<file path="src/rtl/vic_pkg.sv">
// vic_pkg: shared constants and FSM state type for the interrupt source block
package vic_pkg;
  localparam int N_IRQ = 32;
  localparam int ISR_ADDR_W = 5;
  localparam int ACK_TIMEOUT_DEF = 16;
  typedef enum logic [1:0] {IDLE, REQ, SERVICE, GAP} vic_state_e;
endpackage

</file>
<file path="src/rtl/vic_irq_src_if.sv">
// vic_irq_src_if: peripheral, mask and controller handshake signals of the interrupt source
interface vic_irq_src_if;
  import vic_pkg::*;
  logic [N_IRQ-1:0]      i_irq_lines;
  logic                  i_mask_we;
  logic [N_IRQ-1:0]      i_mask_wdata;
  logic                  i_IRQ_VIC;
  logic                  i_reti;
  logic                  o_IRQ;
  logic [ISR_ADDR_W-1:0] o_ISR_addr;
  logic [N_IRQ-1:0]      o_pending;
  logic [N_IRQ-1:0]      o_mask;
  logic                  o_busy;
  modport slave (
    input  i_irq_lines, i_mask_we, i_mask_wdata, i_IRQ_VIC, i_reti,
    output o_IRQ, o_ISR_addr, o_pending, o_mask, o_busy
  );
  modport master (
    output i_irq_lines, i_mask_we, i_mask_wdata, i_IRQ_VIC, i_reti,
    input  o_IRQ, o_ISR_addr, o_pending, o_mask, o_busy
  );
endinterface

</file>
<file path="src/rtl/vic_prio_enc.sv">
// vic_prio_enc: lowest-index-first priority encoder with valid flag
module vic_prio_enc
  import vic_pkg::*;
(
  input  logic [N_IRQ-1:0]      req_i,
  output logic [ISR_ADDR_W-1:0] idx_o,
  output logic                  valid_o
);
  always_comb begin
    idx_o = '0;
    for (int i = N_IRQ - 1; i >= 0; i--) if (req_i[i]) idx_o = ISR_ADDR_W'(i);
  end
  assign valid_o = |req_i;
endmodule

</file>
<file path="src/rtl/vic_irq_src.sv">
// vic_irq_src: edge-latching interrupt source with mask, priority arbitration,
// acknowledge timeout/retry and tail-chaining towards a vectored controller
module vic_irq_src
  import vic_pkg::*;
#(
  parameter int ACK_TIMEOUT = ACK_TIMEOUT_DEF,
  parameter int SYNC_STAGES = 2
) (
  input logic          clk,
  input logic          rst,
  vic_irq_src_if.slave bus
);
  vic_state_e            state_q, state_d;
  logic                  irq_q, irq_d;
  logic [ISR_ADDR_W-1:0] addr_q, addr_d;
  logic [7:0]            cnt_q, cnt_d;
  logic [N_IRQ-1:0]      pend_q, prev_q, mask_q, clr;
  logic [SYNC_STAGES-1:0] vic_sync_q, reti_sync_q;
  logic                  reti_last_q;
  logic [N_IRQ-1:0]      arb_req;
  logic [ISR_ADDR_W-1:0] arb_idx;
  logic                  arb_vld, ack, reti_rise;

  assign arb_req   = pend_q & mask_q;
  assign ack       = vic_sync_q[SYNC_STAGES-1];
  assign reti_rise = reti_sync_q[SYNC_STAGES-1] & ~reti_last_q;

  vic_prio_enc u_enc (.req_i(arb_req), .idx_o(arb_idx), .valid_o(arb_vld));

  always_comb begin
    state_d = state_q;
    irq_d   = irq_q;
    addr_d  = addr_q;
    cnt_d   = cnt_q;
    clr     = '0;
    case (state_q)
      IDLE: if (arb_vld) begin
        state_d = REQ;
        irq_d   = 1'b1;
        addr_d  = arb_idx;
        cnt_d   = '0;
      end
      REQ: if (ack) begin
        clr     = N_IRQ'(1) << addr_q;
        irq_d   = 1'b0;
        state_d = SERVICE;
      end else if (cnt_q == 8'(ACK_TIMEOUT - 1)) begin
        irq_d   = 1'b0;
        state_d = GAP;
      end else begin
        cnt_d = cnt_q + 8'd1;
      end
      // Tail-chain re-arbitrates on the reti edge, skipping GAP/IDLE.
      SERVICE: if (reti_rise) begin
        state_d = arb_vld ? REQ : GAP;
        irq_d   = arb_vld;
        addr_d  = arb_vld ? arb_idx : addr_q;
        cnt_d   = '0;
      end
      GAP:     state_d = IDLE;
      default: state_d = IDLE;
    endcase
  end

  always_ff @(posedge clk or negedge rst) begin
    if (!rst) begin
      state_q     <= IDLE;
      irq_q       <= 1'b0;
      addr_q      <= '0;
      cnt_q       <= '0;
      pend_q      <= '0;
      prev_q      <= '0;
      mask_q      <= '0;
      vic_sync_q  <= '0;
      reti_sync_q <= '0;
      reti_last_q <= 1'b0;
    end else begin
      state_q     <= state_d;
      irq_q       <= irq_d;
      addr_q      <= addr_d;
      cnt_q       <= cnt_d;
      prev_q      <= bus.i_irq_lines;
      pend_q      <= (pend_q & ~clr) | (bus.i_irq_lines & ~prev_q);
      if (bus.i_mask_we) mask_q <= bus.i_mask_wdata;
      vic_sync_q  <= {vic_sync_q[SYNC_STAGES-2:0], bus.i_IRQ_VIC};
      reti_sync_q <= {reti_sync_q[SYNC_STAGES-2:0], bus.i_reti};
      reti_last_q <= reti_sync_q[SYNC_STAGES-1];
    end
  end

  assign bus.o_IRQ      = irq_q;
  assign bus.o_ISR_addr = addr_q;
  assign bus.o_pending  = pend_q;
  assign bus.o_mask     = mask_q;
  assign bus.o_busy     = state_q != IDLE;
endmodule

</file>
<file path="src/flat_wrapper.sv">
// flat-port wrapper written by rule: the top's interface ports become plain ports
module vic_irq_src_flat import vic_pkg::*;
#(
  parameter int ACK_TIMEOUT = ACK_TIMEOUT_DEF,
  parameter int SYNC_STAGES = 2
)
  (clk, rst, bus_i_irq_lines, bus_i_mask_we, bus_i_mask_wdata, bus_i_IRQ_VIC, bus_i_reti, bus_o_IRQ, bus_o_ISR_addr, bus_o_pending, bus_o_mask, bus_o_busy);
  vic_irq_src_if bus_i ();
  input logic clk;
  input logic rst;
  input wire logic [$bits(bus_i.i_irq_lines)-1:0] bus_i_irq_lines;
  input wire logic [$bits(bus_i.i_mask_we)-1:0] bus_i_mask_we;
  input wire logic [$bits(bus_i.i_mask_wdata)-1:0] bus_i_mask_wdata;
  input wire logic [$bits(bus_i.i_IRQ_VIC)-1:0] bus_i_IRQ_VIC;
  input wire logic [$bits(bus_i.i_reti)-1:0] bus_i_reti;
  output wire logic [$bits(bus_i.o_IRQ)-1:0] bus_o_IRQ;
  output wire logic [$bits(bus_i.o_ISR_addr)-1:0] bus_o_ISR_addr;
  output wire logic [$bits(bus_i.o_pending)-1:0] bus_o_pending;
  output wire logic [$bits(bus_i.o_mask)-1:0] bus_o_mask;
  output wire logic [$bits(bus_i.o_busy)-1:0] bus_o_busy;
  assign bus_i.i_irq_lines = bus_i_irq_lines;
  assign bus_i.i_mask_we = bus_i_mask_we;
  assign bus_i.i_mask_wdata = bus_i_mask_wdata;
  assign bus_i.i_IRQ_VIC = bus_i_IRQ_VIC;
  assign bus_i.i_reti = bus_i_reti;
  assign bus_o_IRQ = bus_i.o_IRQ;
  assign bus_o_ISR_addr = bus_i.o_ISR_addr;
  assign bus_o_pending = bus_i.o_pending;
  assign bus_o_mask = bus_i.o_mask;
  assign bus_o_busy = bus_i.o_busy;
  vic_irq_src #(.ACK_TIMEOUT(ACK_TIMEOUT), .SYNC_STAGES(SYNC_STAGES)) u_core (.clk(clk), .rst(rst), .bus(bus_i));
endmodule
</file>
<file path="config.mk">
export PLATFORM = sky130hd
export DESIGN_NAME = vic_irq_src_flat
export DESIGN_NICKNAME = d
export VERILOG_FILES = /design/src/rtl/vic_pkg.sv /design/src/rtl/vic_irq_src_if.sv /design/src/rtl/vic_prio_enc.sv /design/src/rtl/vic_irq_src.sv /design/src/flat_wrapper.sv
export SDC_FILE = /design/constraint.sdc
export NUM_CORES = 1
export LEC_CHECK = 0
export ABC_AREA = 0
export CORE_MARGIN = 1.5
export CORE_UTILIZATION = 47
export DETAILED_ROUTE_END_ITERATION = 10
export PLACE_DENSITY = 0.8
export SYNTH_ARGS = -nofsm -noshare
export SYNTH_HDL_FRONTEND = slang
export SYNTH_SLANG_ARGS = --single-unit
</file>
<file path="constraint.sdc">
create_clock -name clk -period 2.7 [get_ports clk]
set_input_delay 0.54 -clock clk [delete_from_list [all_inputs] [get_ports clk]]
set_output_delay 0.54 -clock clk [all_outputs]
set_load 0.02 [all_outputs]
</file>
# Word-level counts from Yosys, hierarchy flattened
# Cells that the tools add are included.
[op_classes]
n_addsub = 1
mul = 0
div = 0
n_lt_le_gt_ge = 0
eq_ne = 9
shift = 1
muxes = 53
bitwise = 8
n_reduce_logical = 9
[ops]
columns = ["operator", "n"]
rows = [
  ["5-bit two-way mux", 34],
  ["32-bit bitwise AND", 3],
  ["32-bit two-way mux", 2],
  ["32-bit inverter", 2],
  ["8-bit two-way mux", 4],
  ["32-bit bitwise OR", 1],
  ["32-bit OR reduction", 1],
  ["1-bit by 5-bit << shifter with 32-bit output, first input constant", 1],
  ["8-bit case mux with 3 select lines", 1],
  ["2-bit two-way mux", 5],
  ["5-bit case mux with 2 select lines", 1],
  ["8-bit by 1-bit adder with 8-bit output, second input constant", 1],
  ["8-bit by 4-bit == test with 1-bit output, second input constant", 1],
  ["2-bit case mux with 4 select lines", 1],
  ["5-bit AND reduction", 1],
  ["2-bit == test, second input constant", 2],
  ["1-bit two-way mux", 4],
  ["2-bit by 1-bit != test with 1-bit output, second input constant", 2],
  ["2-bit != test, second input constant", 2],
  ["4-bit AND reduction", 1],
  ["2-bit nonzero test", 2],
  ["3-bit by 1-bit != test with 1-bit output, second input constant", 1],
  ["1-bit case mux with 3 select lines", 1],
  ["3-bit AND reduction", 1],
  ["6 further kinds", 6],
]
[word_totals]
regBits = 117
latch_bits = 0
mem_bits_rw = 0
rom_bits = 0
input_bits = 69
out_inout_bits = 71
word_cells = 91
memories = 0

# Longest topological paths before layout
# Gate-level depths: netlist of run 1.
[logic_depth]
word_depth = 36
mapped_depth = 7
depth_no_buf = 6

# By module
# A second synthesis of run 1 with hierarchy kept.
[unflattened]
hier_cells = 424
area_unflattened_um2 = 4873.4
[by_module_without_submodules]
columns = ["module", "instances", "cells_each", "area_per_inst_um2", "seq_area_each_um2"]
rows = [
  ["vic_irq_src", 1, 359, 4488.1, 2927.8],
  ["vic_prio_enc", 1, 65, 385.4, 0.0],
]

# Worst setup path before layout of run 1
# Ideal clock, no wire load.
[synth_timing]
path_type = "register -> register"
start = "register u_core.cnt_q[0]"
end = "register u_core.cnt_q[7]"
setup_time_ns = 0.078
arrival_time_ns = 1.803
required_time_ns = 2.622
path_slack_ns = 0.820
path_stages_with_launch = 7
n_path_buf = 0
period_less_slack_ns = 1.880
cell_sequence = "dfrtp_1 ha_1 and3_4 a211oi_4 nand4_2 or3_1 a21oi_1"
[synth_between]
elab_chain_len = 4
word_cells_on_any_way = 7
classes_between = "add/sub: 1; eq/ne: 2; mux: 3; reduce/logical: 1"
[synth_lines]
columns = ["element", "line_no", "text"]
rows = [
  ["start, declared", "vic_irq_src.sv:16", "logic [7:0] cnt_q, cnt_d;"],
  ["start signal, assigned", "vic_irq_src.sv:81", "cnt_q <= cnt_d;"],
  ["8-bit by 1-bit adder with 8-bit output", "vic_irq_src.sv:51", "cnt_d = cnt_q + 8'd1;"],
  ["8-bit two-way mux", "vic_irq_src.sv:47", "end else if (cnt_q == 8'(ACK_TIMEOUT - 1)) begin"],
  ["8-bit two-way mux", "vic_irq_src.sv:43", "REQ: if (ack) begin"],
  ["8-bit case mux with 3 select lines", "vic_irq_src.sv:36", "case (state_q)"],
]
# Parallel ways exist; a longest one is shown, timed or not. The select of a mux whose other input is x is not followed.
# A chain may end at the register's enable or synchronous reset.

# Worst setup path after layout of run 1
[layout_timing]
start = "register u_core.state_q[0]"
end = "output port bus_o_busy"
[layout_between]
elab_chain_len = 1
[layout_lines]
columns = ["element", "line_no", "text"]
rows = [
  ["start, declared", "vic_irq_src.sv:13", "vic_state_e state_q, state_d;"],
  ["start signal, assigned", "vic_irq_src.sv:78", "state_q <= state_d;"],
  ["2-bit nonzero test", "vic_irq_src.sv:95", "assign bus.o_busy = state_q != IDLE;"],
  ["end, declared", "flat_wrapper.sv:20", "output wire logic [$bits(bus_i.o_busy)-1:0] bus_o_busy;"],
]
# Every way passes these cells.

==> impl_metrics.yaml, run 1 <==
critical_path:
  critPathCaptureType: "output port"
  required_ns: 2.16
  rrSetupSlack_ns: 0.53
  startpoint_type: "flip-flop"
  crit_chain: "or2_2, clkdlybuf4s50_1"
  r2r_cells: 6
  reg2reg_from: "u_core.bus.o_mask[22]"
  crit_start: "u_core.state_q[0]"
  path_class: "flip-flop to output port"
  reg2reg_to: "u_core.bus.o_ISR_addr[0]"
  max_stage_delay_ns: 0.54
  slowest_stage: "clkdlybuf4s50_1"
  crit_path_end: "bus_o_busy"
  worstPathMaxFanout: 5
  cp.arrival_ns: 1.81
yosys:
  synthMuxAreaShare_pct: 8.00
  synth-xor-area-share_pct: 0.735
  ys_async_sr_fraction_pct: 100
  syn_area_um2: 4770
  yosysTopAreaCellShare_pct: 61.4
  ys_types: 44
  yosys_warnings: 0
  synth.yosys.seq_area_share_pct: 61.4
  netlist_instances: 409
  syn_nets: 479
  yosysMostFrequentCell: "dfrtp_1"
  synthSimpleGateAreaFrac_pct: 9.13
  synth_ff_type: "dfrtp_1"
  ys_ff_latch: 117
  synth_compound_area_share_pct: 17.3
  postSynthAreaPerCell_um2: 11.7
  synthAdderAreaFrac_pct: 0.262
  synth_top_cell_by_area: "dfrtp_1"
  synth-edff-count: 0
  synth_top_family_by_area: "compound AO/OA/AOI/OAI gates"
  synth_area_leaders: "dfrtp_1, o21ai_0, mux2_2"
  synth_common_cells: "dfrtp_1, o21ai_0, nand2_1"
cts:
  post_cts_buffers: 0
  cts_tree: "yes"
  cts_hold_buf: 0
  cts_root_buffer: "clkbuf_8"
  clk_pin_slew_worst_paths_ns: 0.06
  cts_resized: 0
  cts_num_sinks: 117
  numCtsBuffers: 17
  clock_latency_ns: 0.52
  htreeDepth: 4
  clock_path_buffers: 2
sta:
  setup_violations: 0
  layout_setup_ws_ns: 0.353
  hold_viol: 0
  hold_ws_ns: 0.0984
  tns_ns: 0
  period_minus_slack_ns: 2.35
  rsz0062_at_grt: "false"
  fin_crit_sh_pct: 86.9
  max_freq_ghz: 0.426
  worst_slew_pin_slew_ns: 0.775
  finalMaxSlewViolations: 0
  clock_skew_ns: 0.00714
  slew_headroom_pct: 48.4
worst_hold_path:
  hold_path.class: "primary input to async pin"
cells_and_area:
  instances_no_fill: 710
  fillers: 734
  area.growth.synth_to_final_pct: 45.8
  final_nets: 634
  finalInstanceArea_um2: 6950
  drive_gt1_share_pct: 14.7
  final_core_util_pct: 70.8
  diodes: 0
placed_design:
  dpl-instance-area_um2: 6330
  dp_cells: 678
  numPortBuffers: 139
  post-place-ws_ns: 0.652
  gp_congestion: 0.789
  dp_hpwl_mm: 9.35
routing:
  via_per_inst: 5.57
  wirelength_mm: 13.5
  ant_nets: 0
  drc: 0
  first_pass_iters: 7
  wire_per_inst_um: 19.0
  vias: 3957
  drtIter0Drc: 267
power_and_ir_drop:
  ir_worst_vdd_v: 0.000624
  p_leak_nw: 2.94
  p_per_area_nw_per_um2: 830
  power.total_mw: 5.77
global_route:
  globalRoute.busiestLayer: "met2"
  grt_max_degree: 61
  grt_use_total_pct: 26.3
  grt_pass1_vias: 4120
  met2_usage_pct: 44.5
  use_met1_pct: 31.8
  grt_pass1_wl_mm: 21.7
  met3_usage_pct: 7.68
  antenna_found_initial: 0
  overflow: 0
floorplanning:
  start_util_pct: 48.6
  dieWidth_um: 104
  core_area_um2: 9820
  io-pin-count: 140
  rows: 36
  die_h_um: 104
  dieArea_um2: 10800
status:
  outcome: "finished clean"
job:
  cap_violations: 0
-- area by class of cell --
cell class	instances	area [µm²]	area share [%]
clock buffers	20	445	6.41
clock inverters	12	178	2.56
inverters	33	124	1.78
multi-input cells	253	1690	24.3
flip-flops and latches	117	2930	42.1
well taps	133	166	2.39
repair buffers	142	1420	20.5
-- sequential cells by signal, indices dropped and copies added, names as in the netlist --
name                   flops
u_core.bus.o_mask         32
u_core.bus.o_pending      32
u_core.prev_q             32
u_core.cnt_q               8
u_core.bus.o_ISR_addr      5
u_core.reti_sync_q         2
u_core.state_q             2
u_core.vic_sync_q          2
u_core.bus.o_IRQ           1
u_core.reti_last_q         1
-- worst max-delay path: cells and delay by family, from the launching register on --
family	cells	cell delay (ns)
buffers and inverters	1	0.54
flip-flops	1	0.43
AND/OR/NAND/NOR	1	0.32
-- routing by layer --
metal | up-vias | part of all wire [%]
met4 | 0 | 2.8
met1 | 1956 | 39
met5 | - | 0
met2 | 195 | 51
met3 | 33 | 6.8
li1 | 1773 | -
-- layout by cell type, fill, tap and decap left out, types with 4 or more instances in the layout --
cell             synthesis  routed
a21oi_1                  9       9
nand2b_1                 5       5
a22oi_1                 11      11
xor2_1                   4       4
o21a_1                   5       5
mux2_2                  33      33
nand3_1                  6       6
clkbuf_16                0      16
clkinvlp_4               0       4
inv_1                   33      33
clkdlybuf4s50_1          0     138
nand2_1                 45      45
a22oi_2                  8       8
nand4_1                  4       4
nor2_1                   7       7
dfrtp_1                117     117
o21ai_0                 75      75
bufinv_16                0       4
-- how the worst min path moves through the flow --
stage                     startpoint                     to  slack [ns]  cells after the start
6_report                         rst  u_core.bus.o_mask[21]         0.1                      1
5_1_grt                          rst      u_core.prev_q[20]        0.14                      1
4_1_cts                          rst  u_core.bus.o_mask[21]        0.12                      1
3_5_place_dp    u_core.vic_sync_q[0]   u_core.vic_sync_q[1]        0.34                      0
3_3_place_gp   u_core.reti_sync_q[0]  u_core.reti_sync_q[1]        0.33                      0
2_1_floorplan                    rst       u_core.bus.o_IRQ        0.24                      0
-- kinds of logic after synthesis --
kind of cell / after synthesis
mux: 34
compound gates: 129
buf+inv: 39
xor+xnor: 4
simple gates: 85
fa+ha+maj: 1
flops: 117
-- report_power, final --
group,switching (mW),internal [mW]
Clock,0.803,1.55
Sequential,0.215,1.94
Combinational,0.699,0.570
Total,1.72,4.05
Power figures use the tool's default switching activity.
==> inputs of run 2 (changes only) <==
--- a/config.mk
+++ b/config.mk
@@ -8,6 +8,7 @@
 export ABC_AREA = 0
 export CORE_MARGIN = 1.5
 export CORE_UTILIZATION = 47
+export CTS_CLUSTER_SIZE = 10
 export DETAILED_ROUTE_END_ITERATION = 10
 export PLACE_DENSITY = 0.8
 export SYNTH_ARGS = -nofsm -noshare
==> results of run 2 <==
Same layout as run 1: the final DEF is identical, and so are final timing and power.
